--- config.mk ---
export PLATFORM = sky130hd
export DESIGN_NAME = tdm_demux
export DESIGN_NICKNAME = d
export VERILOG_FILES = /design/src/rtl/tdm_pkg.sv /design/src/rtl/tdm_slot_cnt.sv /design/src/rtl/tdm_demux.sv
export SDC_FILE = /design/constraint.sdc
export NUM_CORES = 1
export LEC_CHECK = 0
export ABC_AREA = 1
export CAP_MARGIN = 20
export CORE_ASPECT_RATIO = 1.5
export CORE_MARGIN = 8
export CORE_UTILIZATION = 30
export DETAILED_ROUTE_END_ITERATION = 10
export MAX_ROUTING_LAYER = met4
export SYNTH_ARGS = -nofsm -noshare
export SYNTH_HDL_FRONTEND = slang
export SYNTH_HIERARCHICAL = 1
export SYNTH_SLANG_ARGS = --single-unit
--- constraint.sdc ---
create_clock -name clk -period 1.9 [get_ports clk]
set_input_delay 0.38 -clock clk [delete_from_list [all_inputs] [get_ports clk]]
set_output_delay 0.38 -clock clk [all_outputs]
set_load 0.01 [all_outputs]
--- src/rtl/tdm_pkg.sv ---
// Shared types for the TDM demultiplexer: framing FSM state encoding.
package tdm_pkg;

  typedef enum logic {
    HUNT   = 1'b0,
    LOCKED = 1'b1
  } state_t;

endpackage

--- src/rtl/tdm_slot_cnt.sv ---
// Slot counter for the TDM demultiplexer: advances per accepted word, can be
// forced to slot 1 when a frame marker realigns the stream.
module tdm_slot_cnt #(
  parameter int NCH = 4
) (
  input  logic                   clk,
  input  logic                   rst,
  input  logic                   inc,
  input  logic                   load1,
  output logic [$clog2(NCH)-1:0] slot
);

  localparam int SW = $clog2(NCH);

  // NOTE: registers are updated with non-blocking assignments so every flop
  // samples pre-edge values regardless of block evaluation order.
  always_ff @(posedge clk) begin
    if (rst) begin
      slot <= '0;
    end else if (load1) begin
      slot <= SW'(1);
    end else if (inc) begin
      // NCH is a power of two, so the natural wrap gives NCH-1 -> 0.
      slot <= slot + SW'(1);
    end
  end

endmodule

--- src/rtl/tdm_demux.sv ---
// TDM demultiplexer: splits a framed serial word stream into NCH channel
// holding registers, tracking frame alignment with a HUNT/LOCKED FSM.
module tdm_demux
  import tdm_pkg::*;
#(
  parameter int WIDTH = 8,
  parameter int NCH   = 4
) (
  input  logic                 clk,
  input  logic                 rst,
  input  logic [WIDTH-1:0]     in_data,
  input  logic                 in_valid,
  input  logic                 in_sync,
  output logic [NCH*WIDTH-1:0] out_data,
  output logic [NCH-1:0]       out_valid,
  output logic                 frame_done,
  output logic                 sync_err,
  output logic                 locked
);

  localparam int SW = $clog2(NCH);

  state_t          state;
  logic [SW-1:0]   slot;
  logic [SW-1:0]   wr_slot;
  logic [NCH-1:0]  wr_sel;
  logic            wr_en;
  logic            inc;
  logic            load1;
  logic            err;
  logic            lose_lock;

  tdm_slot_cnt #(.NCH(NCH)) u_slot_cnt (
    .clk   (clk),
    .rst   (rst),
    .inc   (inc),
    .load1 (load1),
    .slot  (slot)
  );

  // Classify the current word against the framing rules.
  // NOTE: every combinational output gets a default first so no path through
  // the block leaves a signal unassigned (which would infer a latch).
  always_comb begin
    wr_en     = 1'b0;
    wr_slot   = slot;
    inc       = 1'b0;
    load1     = 1'b0;
    err       = 1'b0;
    lose_lock = 1'b0;
    if (in_valid) begin
      if (state == HUNT) begin
        if (in_sync) begin
          wr_en   = 1'b1;
          wr_slot = '0;
          load1   = 1'b1;
        end
      end else if (in_sync && (slot != '0)) begin
        // Early frame marker: restart the frame from this word.
        err     = 1'b1;
        wr_en   = 1'b1;
        wr_slot = '0;
        load1   = 1'b1;
      end else if (!in_sync && (slot == '0)) begin
        // Missing frame marker: alignment lost, counter already sits at 0.
        err       = 1'b1;
        lose_lock = 1'b1;
      end else begin
        wr_en = 1'b1;
        inc   = 1'b1;
      end
    end
  end

  always_comb begin
    for (int k = 0; k < NCH; k++) begin
      wr_sel[k] = wr_en && (wr_slot == SW'(k));
    end
  end

  // NOTE: the channel registers are reset because they drive outputs with a
  // defined post-reset value; a pure storage array would not need it.
  always_ff @(posedge clk) begin
    if (rst) begin
      state      <= HUNT;
      out_data   <= '0;
      out_valid  <= '0;
      frame_done <= 1'b0;
      sync_err   <= 1'b0;
      locked     <= 1'b0;
    end else begin
      out_valid  <= wr_sel;
      frame_done <= wr_sel[NCH-1];
      sync_err   <= err;
      locked     <= (state == LOCKED);
      for (int k = 0; k < NCH; k++) begin
        if (wr_sel[k]) begin
          out_data[k*WIDTH +: WIDTH] <= in_data;
        end
      end
      if (lose_lock) begin
        state <= HUNT;
      end else if (load1) begin
        state <= LOCKED;
      end
    end
  end

endmodule

==> qor.yml <==
insertedDiodeCount: 0
clk_pin_slew_ns: 0.09
fin_nets: 311
synthesis.area_sq_um: 1730
slowest_delay_ns: 0.51
crit_path_start_kind: "input port"
die_area_sq_um: 8500
vias: 1577
gp_congestion: 0.787
total_power_mw: 1.82
port-buffer-count: 50
fmax_mhz: 582
antenna_found_initial: 0
clock_latency_ns: 0.30
drc: 0
grt_pass1_vias: 1595
final_util: 0.439
cts.path.max_buffers: 2
synth-adder-area-share: 0.0145
tightest_slew_ns: 0.325
synthMuxAreaShare: 0
chipHeight_um: 109
crit_path_max_fanout: 17
drv_slew: 0
die_w_um: 78.0
netlist.area_leader.share: 0.474
initial_utilization: 0.304
timing.final.crit_share: 0.904
rows: 34
synthSimpleGateAreaFrac: 0.380
hold_path_class: "register to register"
grt_max_degree: 33
grt_overflow: 0
cap_violations: 0
mostFrequentLayoutCells: "nor2_1 (63), nand2_1 (58), clkdlybuf4s50_1 (50), dfxtp_1 (41), nand3_1 (18)"
viasPerCell: 4.26
synth_top_family_by_area: "simple AND/OR/NAND/NOR gates"
relSlewSlack: 0.783
cts_tree: "yes"
end_kind: "register"
crit_required_ns: 2.09
core-area_sq_um: 5700
cpLargestDelayFamily: "simple AND/OR/NAND/NOR gates"
synthTopCellsByArea: "dfxtp_1 (47%), nor2_1 (14%), nand2_1 (13%)"
drive_gt1_frac: 0.121
crit_path_frequent_cell: "nand2_2"
critical_path_buf_inv_count: 2
syn-instance-count: 237
synth_xor_area_frac: 0
crit_slowest_cell: "clkdlybuf4s50_1"
worstSetupPathType: "input port to register"
ys_seq_area_frac: 0.474
setup_viol: 0
fin_setup_tns_ns: 0
cts_made_buffers: 5
drtIter0Drc: 52
synth_largest_area_cell: "dfxtp_1"
htreeDepth: 2
dpl-instance-area_sq_um: 2380
p_leak_nw: 1.04
yosysWarnings: 6
hold_buffers: 0
rsz0062_at_grt: "no"
syn_nets: 251
place.detailed.hpwl_um: 3280
postLayoutCellArea_sq_um: 2500
syn_to_final_growth_pct: 44.5
hold_viol: 0
wl_um: 4390
antenna_left: 0
clock_sinks: 41
critPathArrivalTime_ns: 1.91
synth-seq-cells: 41
status: "finished, final reports clean"
cts_root_buf: "clkbuf_8"
postCtsSetupBuffers: 0
firstDrtPassIters: 4
ctsResizeCount: 0
synth_cell_types: 21
finalClockSkew_ns: 0.0107
grt_pass1_wl_um: 7370
min_period_ns: 1.72
track_usage: 0.111
path_cells: "clkdlybuf4s50_1 -> inv_1 -> ha_1 -> nor2_4 -> nand2_2 -> nand2_2 -> nand3_1 -> nand2_1 -> nor2_1"
io_pins: 51
wire_per_inst_um: 11.9
synth_compound_area_frac: 0.0340
avgSynthCellArea_sq_um: 7.30
power.density_nw_per_um2: 729
vdd_drop_max_uv: 374
mostFrequentLayoutCell: "nor2_1"
[logic make-up after synthesis]
family | Yosys count
adder cells (fa/ha/maj) | 2
flip-flops | 41
AND/OR/NAND/NOR | 153
buffers and inverters | 30
AO/OA/AOI/OAI | 11
[sequential cells by signal (all words and copies together) (netlist names)]
register         flops
state                1
out_valid            4
locked               1
u_slot_cnt/slot      2
out_data            32
sync_err             1
[area by class of cell]
| class | count | area [sq um] |
|---|---|---|
| multi-input cells | 166 | 742 |
| flip-flops and latches | 41 | 821 |
| inverters | 18 | 68.8 |
| repair buffers | 65 | 663 |
| well taps | 72 | 90.1 |
| clock inverters | 3 | 46.3 |
| clock buffers | 5 | 68.8 |
| fillers | 630 | 3200 |
[metal layers]
metal | global-route usage | vias up | share of wire
li1 | - | 836 | -
met4 | 0.0824 | 0 | 0.050
met1 | 0.119 | 686 | 0.43
met3 | 0.0281 | 14 | 0.046
met2 | 0.176 | 41 | 0.48
met5 | - | - | 0
[synth_stat cells, drive strengths merged]
| library cell | number |
|---|---|
| a21oi | 10 |
| buf | 10 |
| clkbuf | 2 |
| clkinv | 1 |
| dfxtp | 41 |
| ha | 2 |
| inv | 17 |
| nand2 | 63 |
| nand3 | 20 |
| nor2 | 66 |
| nor2b | 1 |
| nor3 | 3 |
| o21ai | 1 |
[worst reg2reg max path: cells and delay by family, from the launching register on]
family        cells  cell delay (ns)
buf+inv           3             0.37
fa+ha+maj         1             0.17
simple gates      7             0.65
flops             1             0.36
[final timing paths]
path / startpoint / endpoint / slack (ns) / cells after the start
worst min-delay path: out_data[16] / out_data[16] / 0.49 / 2
worst min register to register: out_data[16] / out_data[16] / 0.49 / 2
worst max-delay path: in_sync / out_data[2] / 0.18 / 9
worst max register to register: u_slot_cnt/slot[0] / out_data[19] / 0.27 / 11
[stage by stage]
step	std cells	setup slack, ns	hold WS [ns]
after global routing	370	0.0353	0.502
after floorplan	237	0.394	0.442
after detailed placement	362	-0.122	0.460
final	370	0.183	0.486
after CTS	370	0.186	0.489
after global placement	362	-0.0910	0.462
[power breakdown]
group / internal, mW / switching [mW]
logic: 0.101 / 0.110
clock network: 0.393 / 0.319
registers: 0.884 / 0.0168
Note: power is estimated with default switching activity, not from simulation.
